### src/rtl/uart_tx_frame_engine_pkg.sv
// uart_pkg: shared definitions for the UART transmit frame engine.
//   uart_state_t          - frame FSM states (PARITY used only with UART_TX_PARITY_EN)
//   CLKS_PER_BIT_DEFAULT  - 50 MHz / 115200 baud
//   DATA_BITS, DISP_BITS  - payload width and display-decoder width
package uart_pkg;

    typedef enum logic [2:0] {
        IDLE   = 3'd0,
        START  = 3'd1,
        DATA   = 3'd2,
        PARITY = 3'd3,
        STOP   = 3'd4
    } uart_state_t;

    localparam int CLKS_PER_BIT_DEFAULT = 434;
    localparam int DATA_BITS            = 8;
    localparam int DISP_BITS            = 7;

endpackage

### src/rtl/uart_tx_frame_engine_if.sv
// Byte handshake between a producer and the UART transmit frame engine.
//   tx_valid - byte offered on tx_data (producer -> engine)
//   tx_data  - byte to transmit        (producer -> engine)
//   tx_ready - engine can accept       (engine -> producer)
// modport master: producer side; modport slave: engine side.
interface uart_tx_frame_engine_if;
    import uart_pkg::*;

    logic                 tx_valid;
    logic [DATA_BITS-1:0] tx_data;
    logic                 tx_ready;

    modport master (output tx_valid, output tx_data, input  tx_ready);
    modport slave  (input  tx_valid, input  tx_data, output tx_ready);

endinterface

### src/rtl/uart_tx_frame_engine_baud_timer.sv
// uart_baud_timer: bit-period counter for the UART transmitter.
//   clock, reset - system clock, asynchronous active-high reset
//   clear        - hold the count at 0 (asserted while the engine is idle)
//   enable       - advance the count
//   bit_end      - high during the last clock (count CLKS_PER_BIT-1) of a bit
// The count wraps to 0 on bit_end, so each state that follows a bit boundary
// starts with a fresh count and no drift accumulates across the frame.
module uart_baud_timer #(
    parameter int CLKS_PER_BIT = 434
) (
    input  logic clock,
    input  logic reset,
    input  logic clear,
    input  logic enable,
    output logic bit_end
);

    localparam int            CW   = (CLKS_PER_BIT > 2) ? $clog2(CLKS_PER_BIT) : 1;
    localparam logic [CW-1:0] LAST = CW'(CLKS_PER_BIT - 1);

    logic [CW-1:0] count_q;

    assign bit_end = enable && !clear && (count_q == LAST);

    always_ff @(posedge clock or posedge reset) begin
        if (reset) begin
            count_q <= '0;
        end else if (clear) begin
            count_q <= '0;
        end else if (enable) begin
            count_q <= bit_end ? '0 : count_q + 1'b1;
        end
    end

endmodule

### src/rtl/uart_tx_frame_engine.sv
// uart_tx_frame_engine: serialises accepted bytes as 8N1 frames, LSB first.
// Optional macro UART_TX_PARITY_EN adds an even-parity bit (8E1, 11-bit frame).
//   clock, reset - system clock, asynchronous active-high reset
//   tx_if        - slave side of the valid/data/ready byte handshake
//   tx_serial    - serial line, idle high, registered
//   tx_busy      - frame in progress
//   tx_done      - one-cycle pulse as the stop bit ends
//   disp_data    - low 7 bits of the last accepted byte, to the hex display
module uart_tx_frame_engine
    import uart_pkg::*;
#(
    parameter int CLKS_PER_BIT = CLKS_PER_BIT_DEFAULT
) (
    input  logic                 clock,
    input  logic                 reset,
    uart_tx_frame_engine_if.slave tx_if,
    output logic                 tx_serial,
    output logic                 tx_busy,
    output logic                 tx_done,
    output logic [DISP_BITS-1:0] disp_data
);

    uart_state_t          state_q;
    logic [DATA_BITS-1:0] shift_q;
    logic [2:0]           bit_idx_q;
    logic                 ready_q;
    logic                 bit_end;
    logic                 accept;
`ifdef UART_TX_PARITY_EN
    logic                 parity_q;
`endif

    assign tx_if.tx_ready = ready_q;
    assign accept         = tx_if.tx_valid && ready_q;

    // Counter is held at 0 in IDLE, so START always begins with a full bit.
    uart_baud_timer #(.CLKS_PER_BIT(CLKS_PER_BIT)) u_baud_timer (
        .clock   (clock),
        .reset   (reset),
        .clear   (state_q == IDLE),
        .enable  (1'b1),
        .bit_end (bit_end)
    );

    // Payload registers: only meaningful while a frame is in flight.
    always_ff @(posedge clock) begin
        if (accept) begin
            shift_q  <= tx_if.tx_data;
`ifdef UART_TX_PARITY_EN
            parity_q <= ^tx_if.tx_data;
`endif
        end else if (state_q == DATA && bit_end) begin
            shift_q <= shift_q >> 1;
        end
    end

    always_ff @(posedge clock or posedge reset) begin
        if (reset) begin
            state_q   <= IDLE;
            bit_idx_q <= '0;
            tx_serial <= 1'b1;
            ready_q   <= 1'b1;
            tx_busy   <= 1'b0;
            tx_done   <= 1'b0;
            disp_data <= '0;
        end else begin
            tx_done <= 1'b0;
            case (state_q)
                IDLE: begin
                    if (accept) begin
                        state_q   <= START;
                        bit_idx_q <= '0;
                        tx_serial <= 1'b0;
                        ready_q   <= 1'b0;
                        tx_busy   <= 1'b1;
                        disp_data <= tx_if.tx_data[DISP_BITS-1:0];
                    end
                end
                START: begin
                    if (bit_end) begin
                        state_q   <= DATA;
                        tx_serial <= shift_q[0];
                    end
                end
                DATA: begin
                    if (bit_end) begin
                        if (bit_idx_q == 3'd7) begin
`ifdef UART_TX_PARITY_EN
                            state_q   <= PARITY;
                            tx_serial <= parity_q;
`else
                            state_q   <= STOP;
                            tx_serial <= 1'b1;
`endif
                        end else begin
                            bit_idx_q <= bit_idx_q + 3'd1;
                            // shift_q shifts on this same edge, so the next bit is [1].
                            tx_serial <= shift_q[1];
                        end
                    end
                end
`ifdef UART_TX_PARITY_EN
                PARITY: begin
                    if (bit_end) begin
                        state_q   <= STOP;
                        tx_serial <= 1'b1;
                    end
                end
`endif
                STOP: begin
                    if (bit_end) begin
                        state_q <= IDLE;
                        ready_q <= 1'b1;
                        tx_busy <= 1'b0;
                        tx_done <= 1'b1;
                    end
                end
                default: begin
                    state_q   <= IDLE;
                    tx_serial <= 1'b1;
                    ready_q   <= 1'b1;
                    tx_busy   <= 1'b0;
                end
            endcase
        end
    end

endmodule

### src/flat_wrapper.sv
// flat-port wrapper written by rule: the top's interface ports become plain ports
module uart_tx_frame_engine_flat import uart_pkg::*;
#(
    parameter int CLKS_PER_BIT = CLKS_PER_BIT_DEFAULT
)
  (clock, reset, tx_serial, tx_busy, tx_done, disp_data, tx_if_tx_valid, tx_if_tx_data, tx_if_tx_ready);
  uart_tx_frame_engine_if tx_if_i ();
  input  logic clock;
  input  logic reset;
  output logic tx_serial;
  output logic tx_busy;
  output logic tx_done;
  output logic [DISP_BITS-1:0] disp_data;
  input wire logic [$bits(tx_if_i.tx_valid)-1:0] tx_if_tx_valid;
  input wire logic [$bits(tx_if_i.tx_data)-1:0] tx_if_tx_data;
  output wire logic [$bits(tx_if_i.tx_ready)-1:0] tx_if_tx_ready;
  assign tx_if_i.tx_valid = tx_if_tx_valid;
  assign tx_if_i.tx_data = tx_if_tx_data;
  assign tx_if_tx_ready = tx_if_i.tx_ready;
  uart_tx_frame_engine #(.CLKS_PER_BIT(CLKS_PER_BIT)) u_core (.clock(clock), .reset(reset), .tx_if(tx_if_i), .tx_serial(tx_serial), .tx_busy(tx_busy), .tx_done(tx_done), .disp_data(disp_data));
endmodule
### config.mk
export PLATFORM = sky130hd
export DESIGN_NAME = uart_tx_frame_engine_flat
export DESIGN_NICKNAME = d
export VERILOG_FILES = /design/src/rtl/uart_tx_frame_engine_pkg.sv /design/src/rtl/uart_tx_frame_engine_if.sv /design/src/rtl/uart_tx_frame_engine_baud_timer.sv /design/src/rtl/uart_tx_frame_engine.sv /design/src/flat_wrapper.sv
export SDC_FILE = /design/constraint.sdc
export NUM_CORES = 1
export LEC_CHECK = 0
export ABC_AREA = 1
export BUFFER_PORTS_ARGS = -buffer_cell sky130_fd_sc_hd__buf_2
export CORE_UTILIZATION = 53
export CTS_BUF_LIST = sky130_fd_sc_hd__clkbuf_4 sky130_fd_sc_hd__clkbuf_8
export CTS_CLUSTER_SIZE = 25
export DETAILED_ROUTE_END_ITERATION = 12
export PLACE_DENSITY_LB_ADDON = 0.08
export SLEW_MARGIN = 10
export SYNTH_ARGS = -nofsm -noshare
export SYNTH_HDL_FRONTEND = slang
export SYNTH_SLANG_ARGS = --single-unit
### constraint.sdc
create_clock -name clock -period 1.8 [get_ports clock]
set_clock_uncertainty 0.05 [all_clocks]
set_input_delay 0 -clock clock [delete_from_list [all_inputs] [get_ports clock]]
set_output_delay 0 -clock clock [all_outputs]
set_load 0.02 [all_outputs]
=== Word level (Yosys, flattened, before mapping) ===
Index checks and enable logic that the tools add are counted.

* Logic and storage cells: 63
* Input port bits: 11
* Output and inout bits: 11
* Register bits: 34

* Reduce and logical (&&, ||, !) cells: 13
* Bitwise operators: 2
* Eq/ne operators: 11
* $add $sub $neg: 2
* Muxes and demuxes: 26

{| class="wikitable"
|+ Operator list
! kind !! count
|-
| $mux W3 || 8
|-
| $mux W9 || 2
|-
| $mux W8 || 2
|-
| $pmux W3 S4 || 1
|-
| $add A9 B1 Y9 const B || 1
|-
| $eq A9 B9 Y1 const B || 1
|-
| $mux W1 || 9
|-
| $ne A2 B1 Y1 const B || 4
|-
| $reduce_and A4 Y1 || 2
|-
| $eq A3 B3 Y1 const B || 2
|-
| $pmux W1 S3 || 2
|-
| $pmux W3 S2 || 1
|-
| $reduce_and A5 Y1 || 1
|-
| $ne A2 B2 Y1 const B || 2
|-
| $pmux W1 S4 || 1
|-
| $reduce_bool A2 Y1 || 2
|-
| $add A3 B1 Y3 const B || 1
|-
| $eq A3 B1 Y1 const B || 1
|-
| $eq A3 B2 Y1 const B || 1
|-
| $logic_and A1 B1 Y1 || 3
|-
| $logic_not A3 Y1 || 1
|-
| $reduce_and A3 Y1 || 1
|-
| $not A1 Y1 || 2
|-
| $reduce_and A2 Y1 || 1
|-
| 2 further kinds || 2
|}

=== Longest topological paths before layout ===
Gate-level depths: netlist of run 1.

* Word-level depth: 6
* Gate-level depth with buffers: 10
* Depth with buffers taken out: 10

=== Modules after synthesis ===
A second synthesis of run 1 with hierarchy kept.

* Cell total of the unflattened synthesis: 208
* Area total of the unflattened synthesis: 1851.8 µm²

{| class="wikitable"
|+ Modules (own cells, without submodules)
! module !! sequential area each (µm²) !! area an instance (µm²) !! times used !! cells an instance
|-
| uart_tx_frame_engine || 668.1 || 1227.4 || 1 || 132
|-
| uart_baud_timer || 225.2 || 624.3 || 1 || 76
|}

=== Least setup slack after synthesis of run 1 ===
No wires, ideal clock.

* Path kind: register -> register
* From: register u_core.u_baud_timer.count_q[1]
* To: register u_core.shift_q[0], enable pin
* Cell stages (with the launch flop): 7
* Setup time: 0.384 ns
* Required time: 1.366 ns
* Arrival time: 1.529 ns
* Buffers on the path: 0
* Period minus slack after synthesis: 1.963 ns
* Slack: -0.163 ns
* Cell sequence: dfrtp_1 inv_1 ha_1 nand2_1 nor2_1 nand3_1 o21ai_0

* Cells in the longest elaborated chain, start to end: 4

{| class="wikitable"
|+ RTL lines
! what !! line !! source
|-
| start: declaration || uart_tx_frame_engine_baud_timer.sv:21 || <nowiki>logic [CW-1:0] count_q;</nowiki>
|-
| start signal: assignment || uart_tx_frame_engine_baud_timer.sv:31 || <nowiki>count_q <= bit_end ? '0 : count_q + 1'b1;</nowiki>
|-
| $eq A9 B9 Y1 || uart_tx_frame_engine_baud_timer.sv:23 || <nowiki>assign bit_end = enable && !clear && (count_q == LAST);</nowiki>
|-
| $logic_and A1 B1 Y1 || uart_tx_frame_engine_baud_timer.sv:23 ||
|-
| $logic_and A1 B1 Y1 || uart_tx_frame_engine.sv:52 || <nowiki>end else if (state_q == DATA && bit_end) begin</nowiki>
|-
| $reduce_bool A2 Y1 (no line) || - ||
|-
| end signal: assignment || uart_tx_frame_engine.sv:48 || <nowiki>shift_q <= tx_if.tx_data;</nowiki>
|-
| end signal: assignment || uart_tx_frame_engine.sv:53 || <nowiki>shift_q <= shift_q >> 1;</nowiki>
|-
| end: declaration || uart_tx_frame_engine.sv:24 || <nowiki>logic [DATA_BITS-1:0] shift_q;</nowiki>
|}

No other way between the ends.
A chain may end at the register's enable or synchronous reset.

=== Worst setup path after layout of run 1 ===
* From: register u_core.u_baud_timer.count_q[1]
* To: register u_core.shift_q[6], enable pin

The elaborated chain is that of the path after synthesis.

==> results.ini, run 1 <==
[routing]
wirelength_microns=3067
drt-pass1-iter-count=8
via_per_inst=5.174
wl_per_cell_microns=12.67
num_vias=1252
drc=2
final_antenna_net_count=0
first_iter_violations=59

[clock_network]
cts_inserted_buffers=5
postCtsSetupRepairBufs=0
htree_levels=2
tritoncts=done
cts_root_buffer=clkbuf_4
clkTransAtPathRegs_ns=0.11
clkSinkCount=34
hold_buffers=9
clock_path_buffers=2
cts.repair.resized=0
clk_latency_ns=0.34

[logic_synthesis]
synthFlopType=dfrtp_1
ys_seq_area_frac=0.5543
synthesis.area_sq_mm=0.001612
synth_warnings=0
synth-edff-count=8
synth_cell_types=27
syn_area_per_cell_sq_um=9.315
async_reset_ff_frac=0.7647
syn_inst=173
ys_seq_elements=34
synth_nets=188

[layout]
drive_gt1_frac=0.2417
num-fill-cells=239
mostFrequentLayoutCell=nand2_1
n_antenna_cell=0
finalNonFillerCells=242
multi_input_area_sq_um=614.3
nets=225
area_growth_pct=18.48
final_cell_mix=nand2_1 (41), dfrtp_1 (24), inv_1 (22)
register_area_sq_um=893.4

[power]
finalPower_uw=2528
sw_frac_of_total=0.3905
seq_power_share=0.452
ir_worst_vdd_v=0.0009003
power.switching_uw=987.2
p_int_uw=1541
power_leakage_uw=0.0009856
power.density_mw_per_mm2=1324
pwr-share-comb=0.367
clkPwrFrac=0.180

[sta]
setup_tns_ns=0
whs_ns=0.04702
rsz0062_at_grt=false
finalSetupViolations=0
fmaxAchievable_mhz=601.9
post-route-period-util=0.9231
slew_violations=0
max_slew.worst_pin.slew_ns=0.3292
worst_slew_margin_rel=0.7805
finalHoldViolCount=0
min_period_ns=1.662

[global_routing]
grt_pass1_vias=1262
grt_usage=0.2223
grt_pass1_wl_microns=5319
antenna_found_initial=0
grt_max_degree=27
grt_overflow=0

[floorplanning]
coreArea_sq_mm=0.002829
die_h_microns=57.14
ios=22
rows=19
initial_utilization=0.5697
die_area_sq_mm=0.003265
die_x_microns=57.14

[placement]
dp_cells=225
portBuffers=21
gp_congestion=0.8234
post-dp-hpwl_microns=2150

[worst_setup_path]
max_stage_delay_ns=0.42
critPathLaunchType=register
cp_slowest_cell=dfrtp_1
reg2reg_slack_ns=0.14
path_class=reg -> reg
crit_required_ns=1.80
cp_max_fo=8
crit_chain=inv_1, ha_1, nand2_1, nor2_1, nand3_1, o21ai_1, buf_4
cp-end-kind=register
crit_arrival_ns=1.66

[run_status]
violations=design-rule violations
status=finished with violations

[flow_run]
cap_violations=0

[min_path]
worstHoldPathType=in -> reg

-- state kept, by name (all words and copies together), names as in the netlist --
register,cells
u_core.tx_serial,1
u_core.tx_busy,1
u_core.tx_done,1
u_core.state_q,3
u_core.tx_if.tx_ready,1
u_core.bit_idx_q,3
u_core.disp_data,7
u_core.shift_q,8
u_core.u_baud_timer.count_q,9
-- power by group through the flow --
stage | Combinational, uW | Clock, uW | Sequential, uW
final | 928 | 456 | 1140
after global routing | 1060 | 497 | 1170
after CTS | 941 | 470 | 1140
after detailed placement | 924 | 0 | 1160
after global placement | 895 | 0 | 1150
after floorplan | 566 | 0 | 1270
-- per-layer routing --
| metal | vias up | track usage | part of all wire |
|---|---|---|---|
| met3 | 4 | 0.04762 | 0.033 |
| met2 | 22 | 0.3882 | 0.52 |
| met1 | 591 | 0.2572 | 0.44 |
| met4 | 0 | 0.1150 | 0.0068 |
| li1 | 635 | - | - |
| met5 | - | 0 | 0 |
-- Yosys cell counts (2+ instances only) --
library cell / instances / area (sq um)
a21oi_1: 3 / 15.01
dfrtp_1: 24 / 600.6
dfstp_2: 2 / 52.55
edfxtp_1: 8 / 240.2
ha_1: 4 / 50.05
inv_1: 22 / 82.58
nand2_1: 41 / 153.9
nand2_2: 5 / 31.28
nand3_1: 13 / 65.06
nand4_1: 3 / 18.77
nor2_1: 12 / 45.04
nor2_2: 3 / 18.77
nor3b_1: 3 / 22.52
o21ai_0: 11 / 55.05
o21ai_1: 2 / 10.01
o21ai_2: 6 / 52.55
-- worst max-delay path: cells and delay by family (launching register included) --
| family | cells | cell delay [ns] |
|---|---|---|
| fa+ha+maj | 1 | 0.13 |
| compound gates | 1 | 0.16 |
| simple gates | 3 | 0.36 |
| flops | 1 | 0.42 |
| buf+inv | 2 | 0.25 |
-- final timing paths --
kind | to | startpoint | cells after the start
worst max-delay path | u_core.shift_q[6] | u_core.u_baud_timer.count_q[1] | 7
worst min-delay path | u_core.disp_data[0] | tx_if_tx_valid | 3
worst max register to register | u_core.shift_q[6] | u_core.u_baud_timer.count_q[1] | 7
worst min register to register | u_core.tx_serial | u_core.tx_serial | 2
max in group asynchronous | u_core.tx_serial | reset | 4
min in group asynchronous | u_core.u_baud_timer.count_q[1] | reset | 4
-- layout make-up --
| type | count | share of cell area |
|---|---|---|
| flip-flops and latches | 34 | 0.4679 |
| repair buffers | 32 | 0.1101 |
| inverters | 23 | 0.04653 |
| multi-input cells | 114 | 0.3218 |
| well taps | 31 | 0.02031 |
| clock inverters | 1 | 0.002621 |
| clock buffers | 7 | 0.03080 |
-- metrics by stage --
| stage | cell area (sq um) | util | worst slack, ns |
|---|---|---|---|
| after floorplan | 1612 | - | 0.05232 |
| after CTS | 1909 | 0.6749 | 0.1384 |
| after detailed placement | 1755 | 0.6205 | 0.1643 |
| final | 1909 | 0.6749 | 0.1385 |
| after global placement | 1755 | 0.6205 | 0.2129 |
| after global routing | 1909 | 0.6749 | 0.003973 |
-- logic make-up (layout without fill, tap and decap cells) --
| group | Yosys count | in the layout | synth area share |
|---|---|---|---|
| DFF | 34 | 34 | 0.5543 |
| AOI/OAI and AO/OA | 24 | 24 | 0.09161 |
| buffers and inverters | 25 | 63 | 0.06444 |
| and+or+nand+nor | 85 | 85 | 0.2531 |
| adders and majority gates | 4 | 4 | 0.03106 |
| xor gates and xnor gates | 1 | 1 | 0.005436 |
Power figures use the tool's default switching activity.
==> run 2, diff against run 1 <==
--- a/config.mk
+++ b/config.mk
@@ -11,7 +11,7 @@
 export CTS_BUF_LIST = sky130_fd_sc_hd__clkbuf_4 sky130_fd_sc_hd__clkbuf_8
 export CTS_CLUSTER_SIZE = 25
 export DETAILED_ROUTE_END_ITERATION = 12
-export PLACE_DENSITY_LB_ADDON = 0.08
+export PLACE_DENSITY = 0.82
 export SLEW_MARGIN = 10
 export SYNTH_ARGS = -nofsm -noshare
 export SYNTH_HDL_FRONTEND = slang
==> results.ini, run 2 (same netlist as run 1, synthesis figures left out) <==
[worst_setup_path]
critPathLaunchType=register  ; unchanged
crit_required_ns=1.81  ; was 1.80 ns
reg2reg_from=u_core.u_baud_timer.count_q[1]  ; unchanged
cp_max_fo=8  ; unchanged
cp-end-kind=register  ; unchanged
path_class=reg -> reg  ; unchanged
crit_path_start=u_core.u_baud_timer.count_q[1]  ; unchanged
crit_arrival_ns=1.71  ; was 1.66 ns

[power]
power.density_mw_per_mm2=1383  ; was 1324 mW/mm^2
ir_worst_vdd_v=0.0008846  ; was 0.0009003 V
power_leakage_uw=0.0009888  ; was 0.0009856 uW
finalPower_uw=2674  ; was 2528 uW

[clock_network]
tritoncts=done  ; unchanged
htree_levels=2  ; unchanged
postCtsSetupRepairBufs=0  ; unchanged
cts_root_buffer=clkbuf_4  ; unchanged
cts_inserted_buffers=5  ; unchanged
clock_path_buffers=2  ; unchanged
clkTransAtPathRegs_ns=0.10  ; was 0.11 ns
clkSinkCount=34  ; unchanged
clk_latency_ns=0.34  ; about the same

[floorplanning]
ios=22  ; unchanged
die_h_microns=57.14  ; unchanged
coreArea_sq_mm=0.002829  ; unchanged
die_area_sq_mm=0.003265  ; unchanged
die_x_microns=57.14  ; unchanged
rows=19  ; unchanged
initial_utilization=0.5697  ; unchanged

[routing]
drt-pass1-iter-count=4  ; was 8
via_per_inst=5.343  ; was 5.174
wirelength_microns=3394  ; was 3067 microns
wl_per_cell_microns=14.02  ; was 12.67 microns
final_antenna_net_count=0  ; unchanged
drc=0  ; was 2
num_vias=1293  ; was 1252
first_iter_violations=11  ; was 59

[layout]
top_register=u_core.u_baud_timer.count_q  ; unchanged
largestRegisters=u_core.u_baud_timer.count_q x9, u_core.shift_q x8, u_core.disp_data x7  ; unchanged
drive_gt1_frac=0.2464  ; was 0.2417
area_growth_pct=19.95  ; was 18.48%
n_antenna_cell=0  ; unchanged
largest_reg_flops=9  ; unchanged
final_cell_mix=nand2_1 (41), dfrtp_1 (24), inv_1 (22)  ; unchanged
mostFrequentLayoutCell=nand2_1  ; unchanged
nets=225  ; unchanged

[sta]
post-route-period-util=0.9465  ; was 0.9231
rsz0062_at_grt=false  ; unchanged
fmaxAchievable_mhz=586.9  ; was 601.9 MHz
max_slew.worst_pin.slew_ns=0.3280  ; was 0.3292 ns
min_period_ns=1.704  ; was 1.662 ns
worst_slew_margin_rel=0.7813  ; was 0.7805
finalHoldViolCount=0  ; unchanged
setup_tns_ns=0  ; unchanged
slew_violations=0  ; unchanged
finalSetupViolations=0  ; unchanged

[run_status]
status=finished clean  ; was finished with violations

[global_routing]
grt_pass1_vias=1332  ; was 1262
grt_usage=0.2477  ; was 0.2223
grt_overflow=0  ; unchanged
antenna_found_initial=0  ; unchanged
grt_pass1_wl_microns=5982  ; was 5319 microns
grt_max_degree=27  ; unchanged

[placement]
portBuffers=21  ; unchanged
post-dp-hpwl_microns=2258  ; was 2150 microns
gp_congestion=0.8798  ; was 0.8234

[min_path]
worstHoldPathType=in -> reg  ; unchanged
holdCritStartpoint=tx_if_tx_valid  ; unchanged

[flow_run]
cap_violations=0  ; unchanged

[run 2: cell types whose count changed in the layout (fill, tap and decap cells not counted)]
cell	previous run	this run
nand3_1	13	12
nand3_2	0	1
bufinv_16	0	1
clkinvlp_4	0	1
clkbuf_8	1	0
clkinv_2	1	0
[run 2: timing repair]
item | CTS | global route
endpoints found under the hold margin | 40 | 0
resized for setup | 0 | 1
endpoints found under the setup margin | 0 | 1
hold buffers | 9 | 0
[run 2: path summary, 6_finish.rpt]
path	to	slack, ns	depth (start not counted)
setup reg to reg	u_core.shift_q[4]	0.1	7
min in group asynchronous	u_core.disp_data[5]	0.21	4
hold / removal	u_core.disp_data[3]	0.05	3
hold reg to reg	u_core.tx_serial	0.43	2
setup / recovery	u_core.shift_q[4]	0.1	7
max in group asynchronous	u_core.tx_serial	1.19	4
[run 2: per-layer routing]
metal	part of all wire	global-route usage	wire (microns)	vias to the layer above
met2	0.53	0.4185	1805	28
met5	0	0	0	-
li1	-	-	-	632
met4	0.029	0.1289	100	0
met3	0.032	0.05442	109	11
met1	0.41	0.2983	1378	622
[run 2: metrics by stage]
stage	worst slack [ns]	hold WS, ns	cell area, sq um	std cells	utilization
after global routing	0.03010	0.06311	1933	242	0.6833
after CTS	0.07283	0.03560	1928	242	0.6816
after floorplan	0.05232	-0.01146	1612	173	-
final	0.09624	0.05487	1933	242	0.6833
after global placement	0.2152	0.01126	1755	225	0.6205
after detailed placement	0.1184	0.02459	1755	225	0.6205
[run 2: layout make-up]
cell class / instances / area [sq um]
Clock buffer: 6 / 45.04
Clock inverter: 2 / 37.54
Multi-Input combinational cell: 114 / 619.3
Fill cell: 209 / 895.9
Inverter: 23 / 88.84
Sequential cell: 34 / 893.4
Tap cell: 31 / 38.79
Timing Repair Buffer: 32 / 210.2
[run 2: worst max-delay path: stages (launching register included)]
cell and delay (ns):
dfrtp_1 0.42, inv_1 0.07, ha_1 0.13, nand2_1 0.05, nor2_1 0.20, nand3_2 0.15
o21ai_1 0.16, buf_4 0.19
[run 2: where the power goes]
part | internal (uW) | total (uW) | switching, uW | leakage [uW]
clock network | 308 | 570 | 262 | 0.0000419
logic | 318 | 955 | 637 | 0.000531
registers | 1020 | 1150 | 131 | 0.000416
total | 1640 | 2670 | 1030 | 0.000989
